--- config.mk ---
export PLATFORM = sky130hd
export DESIGN_NAME = ip_psram_bist
export DESIGN_NICKNAME = d
export VERILOG_FILES = /design/src/rtl/psram_bist_pkg.sv /design/src/rtl/ip_psram_bist_pattern.sv /design/src/rtl/ip_psram_bist.sv
export SDC_FILE = /design/constraint.sdc
export NUM_CORES = 1
export LEC_CHECK = 0
export ABC_AREA = 1
export CORE_UTILIZATION = 56
export CTS_CLUSTER_DIAMETER = 30
export CTS_CLUSTER_SIZE = 20
export DETAILED_ROUTE_END_ITERATION = 6
export GPL_TIMING_DRIVEN = 0
export PLACE_DENSITY = 0.92
export SLEW_MARGIN = 20
export SYNTH_ARGS = -nofsm -noshare
export SYNTH_HDL_FRONTEND = slang
export SYNTH_HIERARCHICAL = 1
export SYNTH_SLANG_ARGS = --single-unit
export TNS_END_PERCENT = 50
--- constraint.sdc ---
create_clock -name clk -period 2.45 [get_ports clk]
set_clock_uncertainty 0.05 [all_clocks]
set_input_delay 0.49 -clock clk [delete_from_list [all_inputs] [get_ports clk]]
set_output_delay 0.49 -clock clk [all_outputs]
set_load 0.005 [all_outputs]
--- src/rtl/psram_bist_pkg.sv ---
// Shared types, constants and data-pattern helpers for the PSRAM self-test engine.
package psram_bist_pkg;

  typedef enum logic [3:0] {
    ST_IDLE     = 4'd0,
    ST_WR_ISSUE = 4'd1,
    ST_WR_WAIT  = 4'd2,
    ST_RD_ISSUE = 4'd3,
    ST_RD_WAIT  = 4'd4,
    ST_CHK      = 4'd5,
    ST_REPORT   = 4'd6,
    ST_NEXT_CH  = 4'd7,
    ST_DONE     = 4'd8
  } state_e;

  localparam logic [7:0] ASCII_C   = 8'h43;
  localparam logic [7:0] ASCII_E   = 8'h45;
  // Galois left-shift form of x^8+x^6+x^5+x^4+1: low terms applied when bit 7 falls out.
  localparam logic [7:0] LFSR_TAPS = 8'h71;
  localparam logic [7:0] LFSR_SEED = 8'h01;

  function automatic logic [7:0] lfsr_next(input logic [7:0] s);
    return {s[6:0], 1'b0} ^ (s[7] ? LFSR_TAPS : 8'h00);
  endfunction

  function automatic logic [7:0] pattern_byte(input logic [1:0]  mode,
                                              input logic [21:0] a,
                                              input logic [7:0]  lfsr);
    logic [7:0] b;
    b = a[7:0] ^ a[15:8] ^ {2'b00, a[21:16]};
    case (mode)
      2'd0:    return b;
      2'd1:    return lfsr;
      2'd2:    return ~b;
      default: return a[0] ? 8'hAA : 8'h55;
    endcase
  endfunction

endpackage

--- src/rtl/ip_psram_bist_pattern.sv ---
// Data pattern generator: LFSR state register plus combinational mode mux.
module ip_psram_bist_pattern
  import psram_bist_pkg::*;
#(
  parameter int unsigned LEN_W = 22
) (
  input  logic             clk,
  input  logic             n_reset,
  input  logic             reseed_i,
  input  logic             step_i,
  input  logic [1:0]       mode_i,
  input  logic [LEN_W-1:0] addr_i,
  output logic [7:0]       pat_c
);

  logic [7:0] lfsr_q;
  logic [7:0] lfsr_d;

  // Reseed wins over step so a pass always begins from the seed.
  always_comb begin
    lfsr_d = lfsr_q;
    if (reseed_i) begin
      lfsr_d = LFSR_SEED;
    end else if (step_i) begin
      lfsr_d = lfsr_next(lfsr_q);
    end
  end

  always_ff @(posedge clk or negedge n_reset) begin
    if (!n_reset) begin
      lfsr_q <= LFSR_SEED;
    end else begin
      lfsr_q <= lfsr_d;
    end
  end

  assign pat_c = pattern_byte(mode_i, 22'(addr_i), lfsr_q);

endmodule

--- src/rtl/ip_psram_bist.sv ---
// Multi-channel PSRAM built-in self test: write pass, verify pass, UART result record per channel.
module ip_psram_bist
  import psram_bist_pkg::*;
#(
  parameter int unsigned CHANNELS = 2,
  parameter int unsigned ADDR_W   = 22,
  parameter int unsigned LEN_W    = 22,
  parameter int unsigned TIMEOUT  = 255,
  parameter int unsigned ERR_W    = 16
) (
  input  logic                       clk,
  input  logic                       n_reset,
  input  logic                       start,
  input  logic [1:0]                 mode,
  output logic [CHANNELS-1:0]        rd,
  output logic [CHANNELS-1:0]        wr,
  output logic [CHANNELS*ADDR_W-1:0] address,
  output logic [CHANNELS*8-1:0]      wdata,
  input  logic [CHANNELS*8-1:0]      rdata,
  input  logic [CHANNELS-1:0]        rdata_en,
  input  logic [CHANNELS-1:0]        busy,
  output logic [7:0]                 send_data,
  output logic                       send_req,
  input  logic                       send_busy,
  output logic                       running,
  output logic                       done,
  output logic                       fail,
  output logic [3:0]                 state_dbg
);

  localparam int unsigned CH_W = (CHANNELS > 1) ? $clog2(CHANNELS) : 1;
  localparam int unsigned TO_W = $clog2(TIMEOUT + 1);

  state_e                    state_q, state_d;
  logic [1:0]                mode_q, mode_d;
  logic [CH_W-1:0]           ch_q, ch_d;
  logic [LEN_W-1:0]          addr_q, addr_d;
  logic [ERR_W-1:0]          err_q, err_d;
  logic [TO_W-1:0]           tcnt_q, tcnt_d;
  logic [7:0]                rdata_q, rdata_d;
  logic                      tout_q, tout_d;
  logic [1:0]                byte_q, byte_d;
  logic [CHANNELS-1:0]       rd_q, rd_d;
  logic [CHANNELS-1:0]       wr_q, wr_d;
  logic [CHANNELS*ADDR_W-1:0] address_q, address_d;
  logic [CHANNELS*8-1:0]     wdata_q, wdata_d;
  logic [7:0]                send_data_q, send_data_d;
  logic                      send_req_q, send_req_d;
  logic                      send_guard_q, send_guard_d;
  logic                      cmd_guard_q, cmd_guard_d;
  logic                      running_q, running_d;
  logic                      done_q, done_d;
  logic                      fail_q, fail_d;

  logic [CHANNELS-1:0] ch_sel_c;
  logic                busy_ch_c;
  logic                rdata_en_ch_c;
  logic [7:0]          rdata_ch_c;
  logic                send_ok_c;
  logic [15:0]         err16_c;
  logic                reseed_c;
  logic                step_c;
  logic [7:0]          pat_c;

  ip_psram_bist_pattern #(
    .LEN_W (LEN_W)
  ) u_pattern (
    .clk      (clk),
    .n_reset  (n_reset),
    .reseed_i (reseed_c),
    .step_i   (step_c),
    .mode_i   (mode_q),
    .addr_i   (addr_q),
    .pat_c    (pat_c)
  );

  // Active-channel view of the per-channel inputs; inactive channels are ignored.
  always_comb begin
    ch_sel_c      = '0;
    busy_ch_c     = 1'b0;
    rdata_en_ch_c = 1'b0;
    rdata_ch_c    = 8'h00;
    for (int i = 0; i < int'(CHANNELS); i++) begin
      if (ch_q == CH_W'(i)) begin
        ch_sel_c[i]   = 1'b1;
        busy_ch_c     = busy[i];
        rdata_en_ch_c = rdata_en[i];
        rdata_ch_c    = rdata[i*8 +: 8];
      end
    end
  end

  // Report carries 16 bits: narrower counters zero-extend, wider ones clamp.
  always_comb begin
    err16_c = (err_q > ERR_W'(16'hFFFF)) ? 16'hFFFF : 16'(err_q);
  end

  assign send_ok_c = !send_busy && !send_req_q && !send_guard_q;

  always_comb begin
    state_d      = state_q;
    mode_d       = mode_q;
    ch_d         = ch_q;
    addr_d       = addr_q;
    err_d        = err_q;
    tcnt_d       = tcnt_q;
    rdata_d      = rdata_q;
    tout_d       = tout_q;
    byte_d       = byte_q;
    rd_d         = '0;
    wr_d         = '0;
    address_d    = address_q;
    wdata_d      = wdata_q;
    send_data_d  = send_data_q;
    send_req_d   = 1'b0;
    send_guard_d = send_req_q;
    cmd_guard_d  = |{rd_q, wr_q};
    running_d    = running_q;
    done_d       = done_q;
    fail_d       = fail_q;
    reseed_c     = 1'b0;
    step_c       = 1'b0;

    case (state_q)
      ST_IDLE: begin
        if (start) begin
          mode_d    = mode;
          ch_d      = '0;
          addr_d    = '0;
          err_d     = '0;
          fail_d    = 1'b0;
          done_d    = 1'b0;
          running_d = 1'b1;
          reseed_c  = 1'b1;
          address_d = '0;
          wdata_d   = '0;
          state_d   = ST_WR_ISSUE;
        end
      end

      ST_WR_ISSUE: begin
        if (!busy_ch_c) begin
          wr_d = ch_sel_c;
          for (int i = 0; i < int'(CHANNELS); i++) begin
            if (ch_sel_c[i]) begin
              address_d[i*ADDR_W +: ADDR_W] = ADDR_W'(addr_q);
              wdata_d[i*8 +: 8]             = pat_c;
            end
          end
          state_d = ST_WR_WAIT;
        end
      end

      // Busy is meaningless while the pulse is on the wire and during the guard cycle.
      ST_WR_WAIT: begin
        if (!(|wr_q) && !cmd_guard_q && !busy_ch_c) begin
          addr_d = addr_q + LEN_W'(1);
          if (&addr_q) begin
            reseed_c = 1'b1;
            state_d  = ST_RD_ISSUE;
          end else begin
            step_c  = 1'b1;
            state_d = ST_WR_ISSUE;
          end
        end
      end

      ST_RD_ISSUE: begin
        if (!busy_ch_c) begin
          rd_d = ch_sel_c;
          for (int i = 0; i < int'(CHANNELS); i++) begin
            if (ch_sel_c[i]) begin
              address_d[i*ADDR_W +: ADDR_W] = ADDR_W'(addr_q);
            end
          end
          tcnt_d  = TO_W'(TIMEOUT);
          state_d = ST_RD_WAIT;
        end
      end

      ST_RD_WAIT: begin
        if (rdata_en_ch_c) begin
          rdata_d = rdata_ch_c;
          tout_d  = 1'b0;
          state_d = ST_CHK;
        end else if (tcnt_q == '0) begin
          tout_d  = 1'b1;
          state_d = ST_CHK;
        end else begin
          tcnt_d = tcnt_q - TO_W'(1);
        end
      end

      ST_CHK: begin
        if ((tout_q || (rdata_q != pat_c)) && !(&err_q)) begin
          err_d = err_q + ERR_W'(1);
        end
        addr_d = addr_q + LEN_W'(1);
        step_c = 1'b1;
        if (&addr_q) begin
          byte_d  = 2'd0;
          state_d = ST_REPORT;
        end else begin
          state_d = ST_RD_ISSUE;
        end
      end

      ST_REPORT: begin
        if (send_ok_c) begin
          send_req_d = 1'b1;
          byte_d     = byte_q + 2'd1;
          case (byte_q)
            2'd0:    send_data_d = ASCII_C;
            2'd1:    send_data_d = 8'(ch_q);
            2'd2:    send_data_d = err16_c[15:8];
            default: send_data_d = err16_c[7:0];
          endcase
          if (byte_q == 2'd3) begin
            if (err_q != '0) begin
              fail_d = 1'b1;
            end
            state_d = ST_NEXT_CH;
          end
        end
      end

      // Last channel waits here until the UART can take the end marker.
      ST_NEXT_CH: begin
        err_d     = '0;
        addr_d    = '0;
        address_d = '0;
        wdata_d   = '0;
        if (ch_q == CH_W'(CHANNELS - 1)) begin
          if (send_ok_c) begin
            send_req_d  = 1'b1;
            send_data_d = ASCII_E;
            state_d     = ST_DONE;
          end
        end else begin
          ch_d     = ch_q + CH_W'(1);
          reseed_c = 1'b1;
          state_d  = ST_WR_ISSUE;
        end
      end

      ST_DONE: begin
        running_d = 1'b0;
        done_d    = 1'b1;
        state_d   = ST_IDLE;
      end

      default: begin
        state_d = ST_IDLE;
      end
    endcase
  end

  always_ff @(posedge clk or negedge n_reset) begin
    if (!n_reset) begin
      state_q      <= ST_IDLE;
      mode_q       <= 2'd0;
      ch_q         <= '0;
      addr_q       <= '0;
      err_q        <= '0;
      tcnt_q       <= '0;
      rdata_q      <= 8'h00;
      tout_q       <= 1'b0;
      byte_q       <= 2'd0;
      rd_q         <= '0;
      wr_q         <= '0;
      address_q    <= '0;
      wdata_q      <= '0;
      send_data_q  <= 8'h00;
      send_req_q   <= 1'b0;
      send_guard_q <= 1'b0;
      cmd_guard_q  <= 1'b0;
      running_q    <= 1'b0;
      done_q       <= 1'b0;
      fail_q       <= 1'b0;
    end else begin
      state_q      <= state_d;
      mode_q       <= mode_d;
      ch_q         <= ch_d;
      addr_q       <= addr_d;
      err_q        <= err_d;
      tcnt_q       <= tcnt_d;
      rdata_q      <= rdata_d;
      tout_q       <= tout_d;
      byte_q       <= byte_d;
      rd_q         <= rd_d;
      wr_q         <= wr_d;
      address_q    <= address_d;
      wdata_q      <= wdata_d;
      send_data_q  <= send_data_d;
      send_req_q   <= send_req_d;
      send_guard_q <= send_guard_d;
      cmd_guard_q  <= cmd_guard_d;
      running_q    <= running_d;
      done_q       <= done_d;
      fail_q       <= fail_d;
    end
  end

  assign rd        = rd_q;
  assign wr        = wr_q;
  assign address   = address_q;
  assign wdata     = wdata_q;
  assign send_data = send_data_q;
  assign send_req  = send_req_q;
  assign running   = running_q;
  assign done      = done_q;
  assign fail      = fail_q;
  assign state_dbg = state_q;

endmodule

* After elaboration in Yosys (flattened, before gate mapping)
Index checks and enable logic that the tools add are counted.
** Word-level totals
- Register bits :: 150
- Input bits :: 26
- Output and inout bits :: 80
** Operators by class
- Add/subtract/negate cells :: 5
- $lt $le $gt $ge :: 1
- Equality and inequality tests :: 34
- Multiplexer cells :: 76
- Bitwise operators :: 4
- Reduce and logical (&&, ||, !) cells :: 51
** Operators with widths (number)
- $pmux 44 s3 :: 1
- $mux 8 :: 12
- $pmux 16 s3 :: 2
- $mux 22 :: 4
- $mux 44 :: 2
- $pmux 22 s4 :: 1
- $mux 16 :: 4
- $pmux 8 s3 :: 2
- $mux 4 :: 10
- $ne 2x2->1 const B :: 17
- $pmux 4 s8 :: 1
- $pmux 8 s2 :: 2
- $reduce_and 4->1 :: 6
- $add 22x1->22 const B :: 1
- $reduce_and 22->1 :: 1
- $mux 1 :: 19
- $add 16x1->16 const B :: 1
- $eq 4x3->1 const B :: 4
- $gt 16x16->1 const B :: 1
- $reduce_and 16->1 :: 1
- $reduce_bool 16->1 :: 1
- $reduce_bool 2->1 :: 8
- $xor 8x8->8 :: 2
- $mux 2 :: 6
- other kinds (32) :: 62

* Logic depth before layout (Yosys ltp)
Gate-level depths: netlist of run 1.
- Depth in word-level cells :: 9
- Mapped depth :: 21
- Depth with buffers taken out :: 20

* Hierarchy
The synthesis of run 1 kept the hierarchy.
** By module, submodules not included
- ip_psram_bist :: instances 1, cells an instance 976, area an instance 7445.9 sq um, seq. area each 3553.4 sq um
- ip_psram_bist_pattern :: instances 1, cells an instance 160, area an instance 919.6 sq um, seq. area each 201.4 sq um

* Worst setup path after synthesis of run 1
Ideal clock, no wire load.
- Kind :: flip-flop to flip-flop
- From :: register mode_q[0]
- To :: register err_q[11]
- Library setup time :: 0.117 ns
- Arrival time :: 1.873 ns
- Required time :: 2.283 ns
- Setup slack :: 0.411 ns
- Cell stages (with the launch flop) :: 15
- Path buffers :: 3
- Cell sequence :: dfrtp_1 buf_6 inv_4 buf_6 nor3_4 inv_2 nand3_1 or2_2 a21oi_1 nand3_1 nand2_1 nand2_2 buf_2 nand3_1 nand2_1
** Between the ends
- Longest elaborated chain between the ends :: 7
- Elaborated cells between the ends (all ways) :: 9
** RTL lines
- from (decl) :: RTL line ip_psram_bist.sv:35 : logic [1:0] mode_q, mode_d;
- from (signal assigned) :: RTL line ip_psram_bist.sv:282 : mode_q <= mode_d;
- $eq 2x2->1 (tied with other cells) :: RTL line psram_bist_pkg.sv:31 : case (mode)
- $pmux 8 s3 * :: RTL line psram_bist_pkg.sv:31
- via pat_c[2] :: RTL line ip_psram_bist.sv:63 : logic [7:0] pat_c;
- $ne 8x8->1 * :: RTL line ip_psram_bist.sv:195 : if ((tout_q || (rdata_q != pat_c)) && !(&err_q)) begin
- $logic_or 1x1->1 * :: RTL line ip_psram_bist.sv:195
- $logic_and 1x1->1 * :: RTL line ip_psram_bist.sv:195
- $ne 2x2->1 (no source line) *
- $reduce_and 3->1 (no source line) *
- to (signal assigned) :: RTL line ip_psram_bist.sv:285 : err_q <= err_d;
- to (decl) :: RTL line ip_psram_bist.sv:38 : logic [ERR_W-1:0] err_q, err_d;
Mark *: on every way through the listed nets, which the timed path passes. The rest lies on a longest branch.
A chain may end at the register's enable or synchronous reset.

* Worst setup path in the final report of run 1
- From :: register addr_q[0]
- To :: register err_q[7]
** Between the ends
- Longest elaborated chain between the ends :: 9
- Elaborated cells between the ends (all ways) :: 10
** RTL lines
- from (decl) :: RTL line ip_psram_bist.sv:37 : logic [LEN_W-1:0] addr_q, addr_d;
- from (signal assigned) :: RTL line ip_psram_bist.sv:284 : addr_q <= addr_d;
- $xor 8x8->8 :: RTL line psram_bist_pkg.sv:30 : b = a[7:0] ^ a[15:8] ^ {2'b00, a[21:16]};
- $xor 8x6->8 :: RTL line psram_bist_pkg.sv:30
- $not 8->8 :: RTL line psram_bist_pkg.sv:34 : 2'd2: return ~b;
- $pmux 8 s3 * :: RTL line psram_bist_pkg.sv:31
- via pat_c[0] :: RTL line ip_psram_bist.sv:63
- $ne 8x8->1 * :: RTL line ip_psram_bist.sv:195
- $logic_or 1x1->1 * :: RTL line ip_psram_bist.sv:195
- $logic_and 1x1->1 * :: RTL line ip_psram_bist.sv:195
- $ne 2x2->1 (no source line) *
- $reduce_and 3->1 (no source line) *
Marks and branches as above.

==> results.yml, run 1 <==
die:
  die_y_um: 124
  fp.dieArea_um2: 15400
  io_pins: 106
  chipWidth_um: 124
  start_util_pct: 57.6
  rows: 44
  core_area_um2: 14500
power:
  irDropWorstVdd_mv: 0.598
  p_per_area_nw_per_um2: 1000
  p_leak_nw: 4.76
  finalPower_mw: 10.5
worst_setup_path:
  rrSetupSlack_ns: 0.1
  critPathMaxFanout: 10
  cp_common_cell: "nand2_1"
  crit_cells: 18
  ff2ff_path_depth: 18
  path_buf_inv: 3
  critPathMaxStageDelay_ns: 0.48
  crit_chain: "inv_2 -> nand2_1 -> nand2_1 -> nand2_1 -> nand3_1 -> nand3_1 -> nand2_1 -> inv_1 -> nand2_1 -> nand3_1 -> nor2_2 -> nand3_2 -> nand2_2 -> nand2_4 -> nand2_4 -> buf_8 -> nand2_1 -> nand2_1"
  rr_startpoint: "addr_q[0]"
  startpoint: "addr_q[0]"
  cp-start-kind: "register"
  worstSetupEndpointType: "register"
  cp_slowest_cell: "dfrtp_2"
  worst_ep_arrival_time_ns: 2.68
  crit_family: "simple AND/OR/NAND/NOR gates"
  critPathCapture: "err_q[7]"
  rr_endpoint: "err_q[7]"
  crit_type: "register to register"
  required_ns: 2.77
clock_tree:
  htree_levels: 4
  clk_path_buf_depth: 2
  clk_pin_slew_ns: 0.06
  clock_latency_ns: 0.44
  cts_tree: "built"
  ctsRootBufferMaster: "clkbuf_16"
  cts_sinks: 150
  cts_buffers: 17
synth:
  synth.avg_cell_area_um2: 7.36
  synth_area_um2: 8370
  synth_warnings: 6
  synth_seq_cells: 150
  postSynth.asyncResetShare_pct: 100
  ys_dominant_reg_cell: "dfrtp_1"
  ys_seq_area_share_pct: 44.9
  synth-edff-count: 0
  synth.distinct_cells: 47
  syn_inst: 1136
  syn_nets: 1171
placement:
  routabilityCongestion: 0.951
  port_buffers: 105
  pre_cts_slack_ns: -0.0613
  placed_area_um2: 9680
  dp_hpwl_um: 16300
sta:
  slew_headroom_pct: 59.3
  period_share_pct: 96.0
  fmax_mhz: 425
  slew_violations: 0
  worst_pin_slew_ns: 0.606
  fin_tns_setup_ns: 0
  finalHoldViolations: 0
  min_period_ns: 2.35
  finalWorstSetupSlack_ns: 0.0971
  setup_viol_count_final: 0
routing:
  vias: 8529
  drt.antenna.violating_nets: 0
  via_per_inst: 5.77
  drc: 0
  drtIter0Drc: 1010
  drt-total-wl_um: 24500
  dr.pass1.iters: 6
  wl_per_cell_um: 16.6
final_layout:
  design_area_um2: 10500
  num-fill-cells: 1087
  diodes: 0
  drive_gt1_share_pct: 11.3
  layout.nets: 1315
  syn_to_final_growth_pct: 25.9
grt:
  grt_pass1_wl_um: 39400
  grt_remaining_overflow: 0
  grt_pass1_vias: 8078
  antenna_found_initial: 0
  grt_start_max_net_pins: 102
  track_usage_pct: 31.9
worst_hold_path:
  hp-class: "register to register"
status:
  status: "finished, final reports clean"
run:
  maxCapViolCount: 0
cells in the mapped netlist (11+ instances only):
cell type,n,area (um2)
nand2_1,375,1410
dfrtp_1,149,3730
inv_1,129,484
o21ai_0,98,490
nor2_1,88,330
nand3_1,80,400
a21oi_1,27,135
nand4_1,25,156
inv_2,14,52.6
o21ai_1,13,65.1
a31oi_1,11,68.8
nor3_1,11,55.1
area by class of cell:
type                            count  area [um2]  share of cell area, %
Buffer                             33         239                   2.27
Clock inverter                     11         174                   1.65
Tap cell                          184         230                   2.19
Clock buffer                       21         460                   4.37
Timing Repair Buffer              125        1230                   11.6
Multi-Input combinational cell    809        3880                   36.8
Sequential cell                   150        3780                   35.9
Inverter                          144         546                   5.18
per-stage QoR:
step | cells | hold WS, ns | utilization, %
floorplan | 1136 | 0.144 | -
global placement | 1425 | 0.340 | 66.4
detailed placement | 1426 | 0.346 | 66.6
CTS | 1461 | 0.365 | 71.3
global route | 1477 | 0.378 | 72.4
finish | 1477 | 0.362 | 72.4
flip-flops by register name (all words and copies together), names as in the netlist, 2 cells and up:
register / count
state_dbg: 4
err_q: 16
send_data: 8
rd: 2
wdata: 16
wr: 2
addr_q: 22
byte_q: 2
rdata_q: 8
address: 44
u_pattern/lfsr_q: 8
tcnt_q: 8
mode_q: 2
report_power, final:
part           switching (mW)  leakage (nW)  total, mW  internal, mW
logic                    2.81          2.48       4.39          1.59
registers               0.376          1.98       3.28          2.91
clock network            1.09         0.299       2.85          1.76
how the worst min path moves through the flow:
stage / slack (ns) / to / cells past startpoint / from
final: 0.36 / send_guard_q / 0 / send_req
after global routing: 0.38 / send_guard_q / 0 / send_req
after CTS: 0.36 / send_guard_q / 0 / send_req
after floorplan: 0.14 / addr_q[0] / 0 / n_reset
after detailed placement: 0.35 / send_guard_q / 0 / send_req
after global placement: 0.34 / send_guard_q / 0 / send_req
cells by family after synthesis:
logic type	after synthesis	share of synthesized area [%]
buffers and inverters	177	9.18
adder cells (fa/ha/maj)	9	1.35
AND/OR/NAND/NOR	610	31.2
flip-flops	150	44.9
AO/OA/AOI/OAI	177	12.0
XOR/XNOR	13	1.36
timing repair:
item / CTS / global route
gates resized for setup: 8 / 24
pin swaps: 3 / 5
hold buffers: 1 / 0
setup buffers: 2 / 16
setup endpoints to repair: 10 / 17
endpoints found under the hold margin: 49 / 0
placed cells by master, fill, tap and decap left out, types with 18 or more instances in the layout:
| cell type | instances |
|---|---|
| nand2_1 | 373 |
| dfrtp_2 | 18 |
| a21oi_1 | 26 |
| o21ai_0 | 98 |
| dfrtp_1 | 131 |
| clkdlybuf4s50_1 | 104 |
| nor2_1 | 87 |
| nand3_1 | 78 |
| buf_4 | 21 |
| inv_1 | 128 |
| nand4_1 | 25 |
layer usage:
metal  wire [um]  part of all wire (%)  track usage [%]  up-vias
met5           0                     0                0        -
met4        1080                   4.4             15.8        0
met3        1870                   7.6             5.78      110
met2       11800                    48             52.3      464
met1        9790                    40             40.6     4008
li1            -                     -                -     3947
(Power assumes the default switching activity.)
==> run 2: changes to the inputs <==
==> constraint.sdc (replaced) <==
create_clock -name clk -period 2.3 [get_ports clk]
set_clock_uncertainty 0.05 [all_clocks]
set_input_delay 0.46 -clock clk [delete_from_list [all_inputs] [get_ports clk]]
set_output_delay 0.46 -clock clk [all_outputs]
set_load 0.005 [all_outputs]
==> results.yml, run 2 (synthesis results as in run 1) <==
die:
  core_area_um2: 14500
  fp.dieArea_um2: 15400
  rows: 44
  io_pins: 106
  start_util_pct: 57.6
  chipWidth_um: 124
  die_y_um: 124
clock_tree:
  clk_pin_slew_ns: 0.06
  clk_path_buf_depth: 2
  clock_latency_ns: 0.43
  ctsRootBufferMaster: "clkbuf_16"
  htree_levels: 4
  cts_sinks: 150
  cts_tree: "built"
  cts_buffers: 17
routing:
  vias: 8776
  drt-total-wl_um: 25800
  drtIter0Drc: 1131
  via_per_inst: 5.89
  dr.pass1.iters: 7
  drt.antenna.violating_nets: 0
  wl_per_cell_um: 17.3
  drc: 1
worst_setup_path:
  crit_type: "register to register"
  rr_startpoint: "addr_q[13]"
  worst_ep_arrival_time_ns: 2.68
  worstSetupEndpointType: "register"
  required_ns: 2.62
  critPathMaxFanout: 6
  rr_endpoint: "err_q[8]"
  cp-start-kind: "register"
  rrSetupSlack_ns: -0.06
  ff2ff_path_depth: 18
sta:
  grt_setup_unrepaired: "true"
  worst_pin_slew_ns: 0.607
  period_share_pct: 103
  finalHoldViolations: 0
  min_period_ns: 2.36
  fmax_mhz: 424
  fin_tns_setup_ns: -0.487
  setup_viol_count_final: 15
  slew_headroom_pct: 59.2
  finalWorstSetupSlack_ns: -0.0598
  slew_violations: 0
grt:
  grt_pass1_vias: 8152
  grt_start_max_net_pins: 102
  track_usage_pct: 32.0
  grt_pass1_wl_um: 39700
  antenna_found_initial: 0
  grt_remaining_overflow: 0
final_layout:
  diodes: 0
  syn_to_final_growth_pct: 29.3
  layout.nets: 1328
  drive_gt1_share_pct: 15.5
  largest_reg_flops: 44
  layout_commonest_cell: "nand2_1"
  layout_common_cells: "351 x nand2_1, 127 x dfrtp_1, 124 x inv_1, 104 x clkdlybuf4s50_1, 97 x o21ai_0"
power:
  p_per_area_nw_per_um2: 1070
  p_leak_nw: 4.89
  irDropWorstVdd_mv: 0.607
placement:
  pre_cts_slack_ns: -0.211
  port_buffers: 105
  routabilityCongestion: 0.951
  dp_hpwl_um: 16300
status:
  status: "finished, violations left"
  violations: "DRC, setup timing"
worst_hold_path:
  hp-start: "send_req"
  whs_endpoint: "send_guard_q"
  hold_depth: 0
  hp-class: "register to register"
run:
  maxCapViolCount: 0
## run 2: cell count changes in the layout (fill, tap and decap cells not counted), sizes merged
cell	before	now
buf	43	54
clkbuf	31	33
## run 2: critical path, stage by stage, from the launching register on
cell,delay (ns)
dfrtp_2,0.46
inv_1,0.10
nand2_1,0.08
nand2_1,0.09
nand2_1,0.07
nand3_1,0.10
nand3_1,0.09
nand2_2,0.12
inv_1,0.08
nand2_1,0.09
o21ai_1,0.09
nor2_2,0.12
nand3_2,0.13
nand2_2,0.12
nand2_4,0.10
nand2_8,0.11
clkbuf_16,0.17
nand2_2,0.04
nand2_1,0.05
## run 2: cell type report
class | instances | area [um2]
clock buffers | 21 | 460
multi-input cells | 809 | 4010
flip-flops and latches | 150 | 3780
repair buffers | 138 | 1370
fillers | 1023 | 3720
inverters | 144 | 548
well taps | 184 | 230
plain buffers | 33 | 244
clock inverters | 11 | 174
## run 2: per-stage QoR
stage	area, um2	instances	utilization [%]	power, mW	hold slack [ns]
after floorplan	8370	1136	-	6.36	0.114
after global placement	9650	1425	66.4	7.69	0.340
after detailed placement	9680	1426	66.6	7.85	0.337
after CTS	10400	1464	71.6	11.0	0.365
after global routing	10800	1490	74.4	12.1	0.378
final	10800	1490	74.4	11.6	0.370
## run 2: worst max-delay path by stage
stage                    start         to  slack [ns]  cells past startpoint
floorplan            mode_q[0]  err_q[11]        0.26                     14
global placement       n_reset   wdata[7]       -5.18                      1
detailed placement  addr_q[10]  err_q[11]       -0.21                     15
CTS                  mode_q[0]   err_q[7]     -0.0008                     15
global route         mode_q[0]   err_q[5]       -0.13                     18
finish              addr_q[13]   err_q[8]       -0.06                     18
## run 2: power breakdown
group	switching [mW]	internal [mW]	total, mW
logic	3.20	1.87	5.07
clock network	1.16	1.88	3.04
registers	0.413	3.10	3.51
total	4.77	6.84	11.6
## run 2: repair_timing
item	4_1_cts	5_1_grt
resized for setup	17	69
endpoints found under the setup margin	23	23
endpoints found under the hold margin	49	0
pin swaps	3	12
gates cloned	0	2
hold buffers	1	0
buffers inserted	5	24
## run 2: routing by layer
layer  GRT usage [%]  part of all wire, %  vias to the layer above
met3            5.91                  8.6                      148
met5               0                    0                        -
met2            52.2                   48                      571
met1            40.5                   38                     4093
li1                -                    -                     3964
met4            17.2                  5.2                        0
